**config.mk**
```make
export PLATFORM = sky130hd
export DESIGN_NAME = mips_multicycle_ctrl_flat
export DESIGN_NICKNAME = d
export VERILOG_FILES = /design/src/rtl/mips_pkg.sv /design/src/rtl/mips_multicycle_ctrl_if.sv /design/src/rtl/ctrl_out_decode.sv /design/src/rtl/mips_multicycle_ctrl.sv /design/src/flat_wrapper.sv
export SDC_FILE = /design/constraint.sdc
export NUM_CORES = 1
export LEC_CHECK = 0
export ABC_AREA = 1
export BUFFER_PORTS_ARGS = -buffer_cell sky130_fd_sc_hd__buf_2
export CAP_MARGIN = 20
export CORE_UTILIZATION = 45
export CTS_BUF_LIST = sky130_fd_sc_hd__clkbuf_4
export DETAILED_ROUTE_END_ITERATION = 10
export HOLD_SLACK_MARGIN = 0.06
export MAX_ROUTING_LAYER = met4
export PLACE_DENSITY = 0.68
export SLEW_MARGIN = 10
export SYNTH_ARGS = -nofsm -noshare
export SYNTH_HDL_FRONTEND = slang
export SYNTH_SLANG_ARGS = --single-unit
export TNS_END_PERCENT = 30
```
**constraint.sdc**
```tcl
create_clock -name clk -period 3.15 [get_ports clk]
set_input_delay 0.1575 -clock clk [delete_from_list [all_inputs] [get_ports clk]]
set_output_delay 0.1575 -clock clk [all_outputs]
set_load 0.05 [all_outputs]
```
**src/rtl/mips_pkg.sv**
```systemverilog
// Shared definitions for the multicycle MIPS core: opcodes, control FSM states
// and the datapath select encodings.
package mips_pkg;

  localparam logic [5:0] OP_RTYPE = 6'b000000;
  localparam logic [5:0] OP_LW    = 6'b100011;
  localparam logic [5:0] OP_SW    = 6'b101011;
  localparam logic [5:0] OP_BEQ   = 6'b000100;
  localparam logic [5:0] OP_ADDI  = 6'b001000;
  localparam logic [5:0] OP_J     = 6'b000010;

  typedef enum logic [3:0] {
    S_IDLE, S_FETCH, S_DECODE, S_MEMADR, S_MEMRD, S_MEMWB, S_MEMWR,
    S_EXEC, S_ALUWB, S_ADDIEX, S_ADDIWB, S_BRANCH, S_JUMP, S_ILLEGAL
  } ctrl_state_t;

  typedef enum logic [1:0] {
    SRCB_B = 2'b00, SRCB_FOUR = 2'b01, SRCB_IMM = 2'b10, SRCB_IMM_SH2 = 2'b11
  } alu_src_b_t;

  typedef enum logic [1:0] {
    ALUOP_ADD = 2'b00, ALUOP_SUB = 2'b01, ALUOP_FUNCT = 2'b10
  } alu_op_t;

  typedef enum logic [1:0] {
    PCSRC_ALU = 2'b00, PCSRC_ALUOUT = 2'b01, PCSRC_JUMP = 2'b10
  } pc_src_t;

  typedef struct packed {
    logic       mem_req;
    logic       mem_write;
    logic       iord;
    logic       ir_write;
    logic       reg_dst;
    logic       mem_to_reg;
    logic       reg_write;
    logic       alu_src_a;
    alu_src_b_t alu_src_b;
    alu_op_t    alu_op;
    pc_src_t    pc_src;
    logic       pc_en;
    logic       illegal;
  } ctrl_out_t;

  // An instruction completes on the edge leaving its final state.
  function automatic logic retires(input ctrl_state_t s, input logic mem_ready);
    return (s inside {S_MEMWB, S_ALUWB, S_ADDIWB, S_BRANCH, S_JUMP}) ||
           (s == S_MEMWR && mem_ready);
  endfunction

endpackage

```
**src/rtl/mips_multicycle_ctrl_if.sv**
```systemverilog
// Control/status bundle between the multicycle controller and the datapath.
interface mips_multicycle_ctrl_if #(parameter int unsigned CNT_W = 32);
  logic [5:0]       opcode;
  logic             zero;
  logic             mem_ready;
  logic             mem_req;
  logic             mem_write;
  logic             iord;
  logic             ir_write;
  logic             reg_dst;
  logic             mem_to_reg;
  logic             reg_write;
  logic             alu_src_a;
  logic [1:0]       alu_src_b;
  logic [1:0]       alu_op;
  logic [1:0]       pc_src;
  logic             pc_en;
  logic             illegal;
  logic [CNT_W-1:0] retired;

  modport master (
    input  opcode, zero, mem_ready,
    output mem_req, mem_write, iord, ir_write, reg_dst, mem_to_reg, reg_write,
           alu_src_a, alu_src_b, alu_op, pc_src, pc_en, illegal, retired
  );

  modport slave (
    output opcode, zero, mem_ready,
    input  mem_req, mem_write, iord, ir_write, reg_dst, mem_to_reg, reg_write,
           alu_src_a, alu_src_b, alu_op, pc_src, pc_en, illegal, retired
  );
endinterface

```
**src/rtl/ctrl_out_decode.sv**
```systemverilog
// Moore decode of controller state into datapath controls; only FETCH looks
// at mem_ready and only BRANCH looks at zero.
module ctrl_out_decode
  import mips_pkg::*;
(
  input  ctrl_state_t state,
  input  logic        mem_ready,
  input  logic        zero,
  output ctrl_out_t   ctrl_c
);

  always_comb begin
    ctrl_c = '0;
    case (state)
      S_FETCH: begin
        ctrl_c.mem_req   = 1'b1;
        ctrl_c.alu_src_b = SRCB_FOUR;
        ctrl_c.alu_op    = ALUOP_ADD;
        ctrl_c.pc_src    = PCSRC_ALU;
        ctrl_c.ir_write  = mem_ready;
        ctrl_c.pc_en     = mem_ready;
      end
      S_DECODE: ctrl_c.alu_src_b = SRCB_IMM_SH2;
      S_MEMADR, S_ADDIEX: begin
        ctrl_c.alu_src_a = 1'b1;
        ctrl_c.alu_src_b = SRCB_IMM;
      end
      S_MEMRD: begin
        ctrl_c.mem_req = 1'b1;
        ctrl_c.iord    = 1'b1;
      end
      S_MEMWB: begin
        ctrl_c.mem_to_reg = 1'b1;
        ctrl_c.reg_write  = 1'b1;
      end
      S_MEMWR: begin
        ctrl_c.mem_req   = 1'b1;
        ctrl_c.mem_write = 1'b1;
        ctrl_c.iord      = 1'b1;
      end
      S_EXEC: begin
        ctrl_c.alu_src_a = 1'b1;
        ctrl_c.alu_op    = ALUOP_FUNCT;
      end
      S_ALUWB: begin
        ctrl_c.reg_dst   = 1'b1;
        ctrl_c.reg_write = 1'b1;
      end
      S_ADDIWB: ctrl_c.reg_write = 1'b1;
      S_BRANCH: begin
        ctrl_c.alu_src_a = 1'b1;
        ctrl_c.alu_op    = ALUOP_SUB;
        ctrl_c.pc_src    = PCSRC_ALUOUT;
        ctrl_c.pc_en     = zero;
      end
      S_JUMP: begin
        ctrl_c.pc_src = PCSRC_JUMP;
        ctrl_c.pc_en  = 1'b1;
      end
      S_ILLEGAL: ctrl_c.illegal = 1'b1;
      default: ;
    endcase
  end

endmodule

```
**src/rtl/mips_multicycle_ctrl.sv**
```systemverilog
// Main control FSM of the multicycle MIPS core with retired-instruction counter.
module mips_multicycle_ctrl
  import mips_pkg::*;
#(
  parameter int unsigned CNT_W = 32
) (
  input logic                    clk,
  input logic                    rst_n,
  mips_multicycle_ctrl_if.master bus
);

  ctrl_state_t      state;
  ctrl_state_t      dec_state;
  ctrl_out_t        ctrl_c;
  logic             is_lw;
  logic [CNT_W-1:0] retired_q;

  // The lw/sw split is latched in DECODE so opcode is never looked at later.
  always_ff @(posedge clk) begin
    if (!rst_n) begin
      state     <= S_IDLE;
      is_lw     <= 1'b0;
      retired_q <= '0;
    end else begin
      if (retires(state, bus.mem_ready)) retired_q <= retired_q + CNT_W'(1);
      case (state)
        S_IDLE:   state <= S_FETCH;
        S_FETCH:  if (bus.mem_ready) state <= S_DECODE;
        S_DECODE: begin
          is_lw <= (bus.opcode == OP_LW);
          case (bus.opcode)
            OP_LW, OP_SW: state <= S_MEMADR;
            OP_RTYPE:     state <= S_EXEC;
            OP_BEQ:       state <= S_BRANCH;
            OP_ADDI:      state <= S_ADDIEX;
            OP_J:         state <= S_JUMP;
            default:      state <= S_ILLEGAL;
          endcase
        end
        S_MEMADR: state <= is_lw ? S_MEMRD : S_MEMWR;
        S_MEMRD:  if (bus.mem_ready) state <= S_MEMWB;
        S_MEMWR:  if (bus.mem_ready) state <= S_FETCH;
        S_EXEC:   state <= S_ALUWB;
        S_ADDIEX: state <= S_ADDIWB;
        S_MEMWB, S_ALUWB, S_ADDIWB, S_BRANCH, S_JUMP, S_ILLEGAL: state <= S_FETCH;
        default:  state <= S_IDLE;
      endcase
    end
  end

  // Holding reset forces the quiet IDLE decode even before the reset edge lands.
  assign dec_state = rst_n ? state : S_IDLE;

  ctrl_out_decode u_decode (
    .state     (dec_state),
    .mem_ready (bus.mem_ready),
    .zero      (bus.zero),
    .ctrl_c    (ctrl_c)
  );

  assign bus.mem_req    = ctrl_c.mem_req;
  assign bus.mem_write  = ctrl_c.mem_write;
  assign bus.iord       = ctrl_c.iord;
  assign bus.ir_write   = ctrl_c.ir_write;
  assign bus.reg_dst    = ctrl_c.reg_dst;
  assign bus.mem_to_reg = ctrl_c.mem_to_reg;
  assign bus.reg_write  = ctrl_c.reg_write;
  assign bus.alu_src_a  = ctrl_c.alu_src_a;
  assign bus.alu_src_b  = ctrl_c.alu_src_b;
  assign bus.alu_op     = ctrl_c.alu_op;
  assign bus.pc_src     = ctrl_c.pc_src;
  assign bus.pc_en      = ctrl_c.pc_en;
  assign bus.illegal    = ctrl_c.illegal;
  assign bus.retired    = rst_n ? retired_q : '0;

endmodule

```
**src/flat_wrapper.sv**
```systemverilog
// flat-port wrapper written by rule: the top's interface ports become plain ports
module mips_multicycle_ctrl_flat import mips_pkg::*;
#(
  parameter int unsigned CNT_W = 32
)
  (clk, rst_n, bus_opcode, bus_zero, bus_mem_ready, bus_mem_req, bus_mem_write, bus_iord, bus_ir_write, bus_reg_dst, bus_mem_to_reg, bus_reg_write, bus_alu_src_a, bus_alu_src_b, bus_alu_op, bus_pc_src, bus_pc_en, bus_illegal, bus_retired);
  mips_multicycle_ctrl_if #(.CNT_W(CNT_W)) bus_i ();
  input logic clk;
  input logic rst_n;
  input wire logic [$bits(bus_i.opcode)-1:0] bus_opcode;
  input wire logic [$bits(bus_i.zero)-1:0] bus_zero;
  input wire logic [$bits(bus_i.mem_ready)-1:0] bus_mem_ready;
  output wire logic [$bits(bus_i.mem_req)-1:0] bus_mem_req;
  output wire logic [$bits(bus_i.mem_write)-1:0] bus_mem_write;
  output wire logic [$bits(bus_i.iord)-1:0] bus_iord;
  output wire logic [$bits(bus_i.ir_write)-1:0] bus_ir_write;
  output wire logic [$bits(bus_i.reg_dst)-1:0] bus_reg_dst;
  output wire logic [$bits(bus_i.mem_to_reg)-1:0] bus_mem_to_reg;
  output wire logic [$bits(bus_i.reg_write)-1:0] bus_reg_write;
  output wire logic [$bits(bus_i.alu_src_a)-1:0] bus_alu_src_a;
  output wire logic [$bits(bus_i.alu_src_b)-1:0] bus_alu_src_b;
  output wire logic [$bits(bus_i.alu_op)-1:0] bus_alu_op;
  output wire logic [$bits(bus_i.pc_src)-1:0] bus_pc_src;
  output wire logic [$bits(bus_i.pc_en)-1:0] bus_pc_en;
  output wire logic [$bits(bus_i.illegal)-1:0] bus_illegal;
  output wire logic [$bits(bus_i.retired)-1:0] bus_retired;
  assign bus_i.opcode = bus_opcode;
  assign bus_i.zero = bus_zero;
  assign bus_i.mem_ready = bus_mem_ready;
  assign bus_mem_req = bus_i.mem_req;
  assign bus_mem_write = bus_i.mem_write;
  assign bus_iord = bus_i.iord;
  assign bus_ir_write = bus_i.ir_write;
  assign bus_reg_dst = bus_i.reg_dst;
  assign bus_mem_to_reg = bus_i.mem_to_reg;
  assign bus_reg_write = bus_i.reg_write;
  assign bus_alu_src_a = bus_i.alu_src_a;
  assign bus_alu_src_b = bus_i.alu_src_b;
  assign bus_alu_op = bus_i.alu_op;
  assign bus_pc_src = bus_i.pc_src;
  assign bus_pc_en = bus_i.pc_en;
  assign bus_illegal = bus_i.illegal;
  assign bus_retired = bus_i.retired;
  mips_multicycle_ctrl #(.CNT_W(CNT_W)) u_core (.clk(clk), .rst_n(rst_n), .bus(bus_i));
endmodule
```
# Word level (Yosys, flattened, before mapping)
# Cells that the tools add are included.
# word_totals
inputBits	10
wordCells	71
regBits	37
# classes
reduce_logical	13
muxes	20
addsub	1
eq_ne	34
# op_table
op	count
4-bit == test, second input constant	12
32-bit by 1-bit adder with 32-bit output, second input constant	1
4-bit by 3-bit == test with 1-bit output, second input constant	8
32-bit two-way mux	1
4-bit case mux with 8 select lines	1
4-bit case mux with 5 select lines	1
4-bit by 2-bit == test with 1-bit output, second input constant	4
4-bit two-way mux	4
6-bit == test, second input constant	2
1-bit two-way mux	9
3-bit case mux with 3 select lines	1
4-bit by 1-bit == test with 1-bit output, second input constant	2
7-bit OR reduction	1
6-bit by 2-bit == test with 1-bit output, second input constant	1
6-bit by 3-bit == test with 1-bit output, second input constant	1
6-bit by 4-bit == test with 1-bit output, second input constant	1
6-bit zero test	1
2-bit != test, second input constant	3
2-bit case mux with 3 select lines	1
2-bit OR reduction	3
3-bit OR reduction	2
5-bit nonzero test	1
4-bit zero test	1
2-bit case mux with 2 select lines	1
other kinds (5)	5

# Depth between registers and ports, before layout
# Gate-level depths: netlist of the first run.
# depth
ltp_word	4
mapped_depth	10
depth_no_buf	10

# Cells and area by module
# From an unflattened synthesis of the first run, not the netlist that was laid out.
# unflattened
hier_cells	539
hier_area_um2	2979.1
# modules_own_cells
mod	area_per_inst_um2	instances	cells_per_inst
mips_multicycle_ctrl	2793.9	1	499
ctrl_out_decode	185.2	1	40

# Worst setup path before layout of the first run
# OpenSTA, ideal clock, no wires.
# synth_timing
kind	register to output
from	register u_core.state[1]
to	output port bus_pc_en
path_slack_ns	0.751
t_arrival_ns	2.242
path_buffers	0
path_stages_with_launch	6
t_required_ns	2.992
path_cell_list	dfxtp_1 -> inv_2 -> nand2_2 -> nor3_1 -> a21oi_1 -> o21ai_0
# synth_between
elab_chain_len	3
# synth_lines
item	line	source
start, declared	mips_multicycle_ctrl.sv:12	ctrl_state_t state;
start signal, assigned	mips_multicycle_ctrl.sv:40	S_MEMADR: state <= is_lw ? S_MEMRD : S_MEMWR;
4-bit two-way mux *	mips_multicycle_ctrl.sv:52	assign dec_state = rst_n ? state : S_IDLE;
4-bit == test / 4-bit by 1-bit == test with 1-bit output (equally long branches)	ctrl_out_decode.sv:14	case (state)
3-bit case mux with 3 select lines *	ctrl_out_decode.sv:14	
end, declared	flat_wrapper.sv:24	output wire logic [$bits(bus_i.pc_en)-1:0] bus_pc_en;
# Mark *: on every way between the ends. The rest lies on a longest branch, timed or not.

# Final worst setup path of the first run
# layout_timing
from	register u_core.state[2]
to	output port bus_alu_src_a
# layout_between
elab_chain_len	4
# layout_lines
item	line	source
4-bit two-way mux *	mips_multicycle_ctrl.sv:52	
4-bit == test, or another cell as far along	ctrl_out_decode.sv:14	
4-bit OR reduction (no line) *	-	
1-bit two-way mux *	ctrl_out_decode.sv:14	
end, declared	flat_wrapper.sv:20	output wire logic [$bits(bus_i.alu_src_a)-1:0] bus_alu_src_a;
# Marked as above.

==> flow_summary.json, run 1 <==
{
  "worst_slew_margin_rel": 0.464,
  "insertedDiodeCount": 0,
  "slowest_delay_ns": 0.40,
  "static-leakage-power_uw": 0.00161,
  "cts.reportedPaths.clkPinSlew_ns": 0.11,
  "floorplan.die_area_mm2": 0.00633,
  "unrepaired_setup_endpoints_after_global_routing": "no",
  "required_ns": 2.99,
  "h_tree_depth": 2,
  "cts_root_buffer": "sky130_fd_sc_hd__clkbuf_4",
  "fmax_ghz": 0.512,
  "crit_arrival_ns": 1.79,
  "antenna_found_initial": 0,
  "place_area_mm2": 0.00302,
  "tritoncts": "yes",
  "syn_area_per_cell_um2": 5.45,
  "tightest_pin_transition_ns": 0.804,
  "power.ir.vdd_worst_mv": 0.289,
  "synth_cells": 497,
  "route.detailed.vias_per_inst": 4.69,
  "final_slew_violations": 0,
  "synth_cell_type_count": 28,
  "numCtsBuffers": 5,
  "placementRows": 27,
  "clock_sink_count": 37,
  "maximum_number_of_pins_on_one_net_before_global_route_repair": 54,
  "worstSetupEndpointType": "output port",
  "finClkSkew_ns": 0.0155,
  "setup-tns-final_ns": 0,
  "post_layout_total_power_uw": 1300,
  "horizontal_extent_of_the_die_um": 79.6,
  "number_of_enable_flip_flop_cells_after_synthesis": 0,
  "route.detailed.drc": 0,
  "power_density_over_the_cells_mw_per_mm2": 421,
  "mappedNetlistArea_mm2": 0.00271,
  "crit_path_top_delay_cell": "sky130_fd_sc_hd__dfxtp_1",
  "grt_usage": 0.218,
  "via_count_of_the_first_global_routing_pass": 2450,
  "cell_type_with_the_highest_occurrence_count_on_the_critical_path": "sky130_fd_sc_hd__nor2_1",
  "report.final.setup_viol": 0,
  "yosysSeqAreaShare": 0.274,
  "synthesis.yosys.warnings": 0,
  "wl_per_cell_um": 10.5,
  "start_util": 0.480,
  "io_buffers": 57,
  "crit_chain": "inv_2 > nor2_2 > inv_1 > nor2_1 > inv_1 > nor2_1 > nor2_1 > nand2_1 > buf_2",
  "outcome": "complete, no violations",
  "max-cap-violations": 0,
  "filler_cell_count": 597,
  "postCtsSetupRepairBufs": 0,
  "post_synth_top_flop": "sky130_fd_sc_hd__dfxtp_1",
  "layout_min_cycle_time_ns": 1.95,
  "timing.final.crit_share": 0.620,
  "synthesis.nets": 508,
  "share_of_layout_cells_above_drive_strength_1": 0.151,
  "syn_to_final_growth_pct": 13.7,
  "synthesized_flop_and_latch_total": 37,
  "min-delay-path-class": "input pin to register",
  "hold_viol": 0,
  "drt_pass1_iterations": 4,
  "cts_hold_repair.buffers": 0,
  "boundaryPins": 58,
  "crit_path_max_fanout": 5,
  "layout_commonest_cell": "sky130_fd_sc_hd__nand2_1",
  "timing.critical_path.from_type": "register",
  "core_area_mm2": 0.00564,
  "detail_route.iter0.violations": 118,
  "cts.repair.resized": 0,
  "chipHeight_um": 79.6,
  "via_count_of_the_routed_design": 2919,
  "nets": 561,
  "finalWeightedCongestion": 0.900,
  "buffers_from_clock_root_to_sink_at_most": 2,
  "finalWirelength_um": 6520,
  "clock_latency_ns": 0.35,
  "post-dp-hpwl_um": 4960,
  "globalRouteOverflowTotal": 0,
  "postLayoutCellArea_mm2": 0.00308,
  "async_flop_share": 0,
  "grt_pass1_wl_um": 10800,
  "path_class": "register to output port",
  "final_cell_mix": "172 x sky130_fd_sc_hd__nand2_1, 86 x sky130_fd_sc_hd__inv_1, 84 x sky130_fd_sc_hd__nor2_1",
  "ant_nets_after_route": 0
}
==> registers in the layout, indices dropped and copies added, names as in the netlist <==
signal / flops
u_core.is_lw: 1
u_core.retired_q: 32
u_core.state: 4
==> logic make-up after synthesis <==
logic type,Yosys count,synth area share
xor gates and xnor gates,6,0.0194
AOI/OAI and AO/OA,51,0.0985
adders and majority gates,1,0.00462
DFF,37,0.274
buffers and inverters,104,0.152
and+or+nand+nor,298,0.452
==> area by class of cell <==
type | count | area, µm² | share of cell area
Sequential cell | 37 | 741 | 0.241
Inverter | 92 | 345 | 0.112
Tap cell | 72 | 90.1 | 0.0293
Clock buffer | 5 | 37.5 | 0.0122
Timing Repair Buffer | 58 | 293 | 0.0951
Clock inverter | 3 | 17.5 | 0.00569
Multi-Input combinational cell | 356 | 1550 | 0.505
==> worst max-delay path, delay by kind of cell, from the launching register on <==
| kind | cells | cell delay, ns |
|---|---|---|
| buf+inv | 4 | 0.52 |
| flops | 1 | 0.40 |
| simple gates | 5 | 0.53 |
==> final timing paths <==
check,from,to,slack (ns),cells after the start
max,u_core.state[2],bus_alu_src_a,1.20,9
min reg2reg,u_core.retired_q[8],u_core.retired_q[8],0.52,2
max reg2reg,u_core.retired_q[0],u_core.retired_q[28],1.37,10
min,bus_opcode[5],u_core.is_lw,0.12,3
==> Yosys cell counts, types with 5 or more instances <==
cell type	n	area share
sky130_fd_sc_hd__xor2_1	6	0.019
sky130_fd_sc_hd__nand3_1	16	0.030
sky130_fd_sc_hd__inv_2	6	0.0083
sky130_fd_sc_hd__nor2_2	5	0.012
sky130_fd_sc_hd__o21ai_1	9	0.017
sky130_fd_sc_hd__dfxtp_1	37	0.27
sky130_fd_sc_hd__clkbuf_1	7	0.0097
sky130_fd_sc_hd__nand2_1	172	0.24
sky130_fd_sc_hd__nor2_1	84	0.12
sky130_fd_sc_hd__o21ai_0	12	0.022
sky130_fd_sc_hd__inv_1	86	0.12
sky130_fd_sc_hd__a21oi_1	24	0.044
sky130_fd_sc_hd__nand4_1	10	0.023
==> through the flow <==
| step | worst slack [ns] | instances | hold WS (ns) | util |
|---|---|---|---|---|
| after floorplan | 0.751 | 497 | 0.330 | - |
| after global placement | 1.43 | 615 | 0.490 | 0.536 |
| after detailed placement | 1.37 | 615 | 0.493 | 0.536 |
| after CTS | 1.20 | 623 | 0.119 | 0.546 |
| after global routing | 1.03 | 623 | 0.124 | 0.546 |
| final | 1.20 | 623 | 0.124 | 0.546 |
==> power breakdown <==
part / switching [µW] / internal (µW) / leakage [µW]
clock network: 173 / 84.3 / 0.0000310
registers: 41.5 / 500 / 0.000299
logic: 378 / 119 / 0.00128
total: 593 / 703 / 0.00161
==> metal layers <==
metal	track usage	wire length, µm	part of all wire	vias to the layer above
li1	-	-	-	1615
met1	0.288	3350	0.51	1238
met2	0.350	2860	0.44	59
met3	0.0343	250	0.038	7
met4	0.0491	59	0.0091	0
met5	-	0	0	-
Note: power is estimated with default switching activity, not from simulation.
==> inputs of run 2 (changes only) <==
Clock period 3.15 ns to 1.8 ns, I/O delays scaled along.
==> flow_summary.json, run 2 (synthesized netlist as in run 1, its figures left out) <==
{
  "instances_no_fill": 630,
  "boundaryPins": 58,
  "p_int_uw": 1300,
  "postLayoutSetupSlackWorst_ns": 0.143,
  "timing.final.crit_share": 0.921,
  "fmax_ghz": 0.603,
  "drt_pass1_iterations": 5,
  "setup-tns-final_ns": 0,
  "worstSetupEndpointType": "output port",
  "cp.buffers_inverters": 3,
  "layout_commonest_cell": "sky130_fd_sc_hd__nand2_1",
  "via_count_of_the_routed_design": 3038,
  "r2r_setup_slack_ns": 0.17,
  "floorplan.die_area_mm2": 0.00633,
  "top_regs": "u_core.retired_q x32, u_core.state x4, u_core.is_lw x1",
  "placementRows": 27,
  "globalRouteOverflowTotal": 0,
  "chipHeight_um": 79.6,
  "final_slew_violations": 0,
  "hold_viol": 0,
  "slowest_delay_ns": 0.35,
  "cts_root_buffer": "sky130_fd_sc_hd__clkbuf_4",
  "start_util": 0.480,
  "finClkSkew_ns": 0.00480,
  "timing.critical_path.max_delay_family": "buffers and inverters",
  "seq_power_share": 0.408,
  "groute.layer.met2.usage": 0.381,
  "pre_cts_ws_ns": 0.171,
  "r2r_start": "u_core.retired_q[1]",
  "wl_per_cell_um": 10.6,
  "flip_flop_count_of_the_largest_register_all_copies_and_words_added": 32,
  "report.final.setup_viol": 0,
  "numCtsBuffers": 5,
  "filler_cell_count": 629,
  "clock_latency_ns": 0.34,
  "horizontal_extent_of_the_die_um": 79.6,
  "power_density_over_the_cells_mw_per_mm2": 735,
  "core_area_mm2": 0.00564,
  "worst_r2r_endpoint": "u_core.retired_q[28]",
  "top_register": "u_core.retired_q",
  "outcome": "complete, no violations",
  "static-leakage-power_uw": 0.00164,
  "path_class": "register to output port",
  "share_clk_of_total_power": 0.186,
  "grt_pass1_wl_um": 11300,
  "post_layout_total_power_uw": 2330,
  "crit_path_max_fanout": 4,
  "swShare": 0.444,
  "layout_min_cycle_time_ns": 1.66,
  "antenna_found_initial": 0,
  "min-delay-path-class": "input pin to register",
  "share_of_layout_cells_above_drive_strength_1": 0.174,
  "hold_worst_slack_ns": 0.0746,
  "grt_usage": 0.230,
  "buffers_from_clock_root_to_sink_at_most": 2,
  "met1_usage": 0.288,
  "setup.worst_path.end": "bus_pc_en",
  "finalWirelength_um": 6670,
  "power.ir.vdd_worst_mv": 0.546,
  "post-dp-hpwl_um": 5130,
  "crit_path_top_delay_cell": "sky130_fd_sc_hd__dfxtp_2",
  "timing.reg2reg.worst_path_depth": 10,
  "worstHoldPathCells": 4,
  "power.switching_uw": 1040,
  "ant_nets_after_route": 0,
  "timing.critical_path.from_type": "register",
  "crit_chain": "inv_2 > nand2_1 > nor2_1 > inv_1 > nor2_2 > a21oi_1 > o21ai_0 > buf_4",
  "max-cap-violations": 0,
  "route.detailed.drc": 0,
  "place_inst": 619,
  "insertedDiodeCount": 0,
  "worstSetupPathDepth": 8,
  "clock_sink_count": 37,
  "final_cell_mix": "172 x sky130_fd_sc_hd__nand2_1, 86 x sky130_fd_sc_hd__inv_1, 81 x sky130_fd_sc_hd__nor2_1",
  "global_route.peak_usage_layer": "met2",
  "crit_arrival_ns": 1.57,
  "h_tree_depth": 2,
  "syn_to_final_growth_pct": 17.3,
  "startpoint": "u_core.state[2]",
  "tritoncts": "yes",
  "tightest_pin_transition_ns": 0.391,
  "groute.layer.met3.usage": 0.0400,
  "via_count_of_the_first_global_routing_pass": 2582,
  "cts.reportedPaths.clkPinSlew_ns": 0.11,
  "worst_slew_margin_rel": 0.739,
  "detail_route.iter0.violations": 121,
  "io_buffers": 57,
  "comb_power_share": 0.406,
  "nets": 569,
  "finalWeightedCongestion": 0.941,
  "required_ns": 1.71,
  "maximum_number_of_pins_on_one_net_before_global_route_repair": 33,
  "route.detailed.vias_per_inst": 4.82
}
[run 2: cell count changes in the layout (fill, tap and decap cells not counted), moves of 2 or more]
| cell | before | now |
|---|---|---|
| sky130_fd_sc_hd__buf_4 | 1 | 9 |
| sky130_fd_sc_hd__dfxtp_1 | 37 | 32 |
| sky130_fd_sc_hd__dfxtp_2 | 0 | 5 |
| sky130_fd_sc_hd__buf_2 | 57 | 54 |
| sky130_fd_sc_hd__nor2_1 | 84 | 81 |
| sky130_fd_sc_hd__clkinv_2 | 2 | 0 |
| sky130_fd_sc_hd__dlygate4sd3_1 | 0 | 2 |
| sky130_fd_sc_hd__nor2_2 | 5 | 7 |
[run 2: metal layers]
layer / part of all wire / vias to the layer above
met2: 0.47 / 59
li1: - / 1627
met4: 0.0096 / 0
met3: 0.038 / 8
met1: 0.48 / 1344
met5: 0 / -
[run 2: worst reg2reg max path, stage by stage, from the launching register on]
cell                      delay, ns
sky130_fd_sc_hd__dfxtp_2       0.37
sky130_fd_sc_hd__ha_2          0.20
sky130_fd_sc_hd__inv_1         0.06
sky130_fd_sc_hd__nor2_2        0.13
sky130_fd_sc_hd__nand2_1       0.13
sky130_fd_sc_hd__nor2_4        0.22
sky130_fd_sc_hd__nand3_1       0.15
sky130_fd_sc_hd__nor2_1        0.11
sky130_fd_sc_hd__nand2_1       0.06
sky130_fd_sc_hd__nand2_1       0.06
sky130_fd_sc_hd__nor2_1        0.03
[run 2: per-stage QoR]
| step | cell area, µm² | util |
|---|---|---|
| 3_3_place_gp | 3060 | 0.543 |
| 5_1_grt | 3170 | 0.563 |
| 6_report | 3170 | 0.563 |
| 2_1_floorplan | 2720 | - |
| 3_5_place_dp | 3060 | 0.543 |
| 4_1_cts | 3140 | 0.556 |
[run 2: area by class of cell]
class / instances / area, µm² / share of cell area
Clock buffer: 6 / 45.0 / 0.0142
Timing Repair Buffer: 66 / 369 / 0.116
Sequential cell: 37 / 747 / 0.235
Multi-Input combinational cell: 356 / 1570 / 0.496
Clock inverter: 1 / 3.75 / 0.00118
Inverter: 92 / 345 / 0.109
Tap cell: 72 / 90.1 / 0.0284
[run 2: repair_timing]
action / 4_1_cts / 5_1_grt
setup buffers: 0 / 2
hold endpoints to repair: 1 / 0
hold buffers: 2 / 0
setup endpoints to repair: 2 / 9
pin swaps: 0 / 1
resized for setup: 2 / 13
[run 2: power groups by stage]
stage | combinational (µW) | clock, µW | sequential (µW)
floorplan | 738 | 0 | 950
global placement | 889 | 0 | 953
detailed placement | 895 | 0 | 958
CTS | 904 | 457 | 941
global route | 1040 | 492 | 963
finish | 946 | 434 | 952
[run 2: how the worst min path moves through the flow]
stage             startpoint              end  slack [ns]
2_1_floorplan  bus_opcode[5]     u_core.is_lw        0.26
3_3_place_gp   bus_opcode[5]     u_core.is_lw        0.39
3_5_place_dp   bus_opcode[5]     u_core.is_lw        0.40
4_1_cts        bus_mem_ready  u_core.state[2]        0.07
5_1_grt        bus_mem_ready  u_core.state[2]        0.09
6_report       bus_mem_ready  u_core.state[2]        0.07
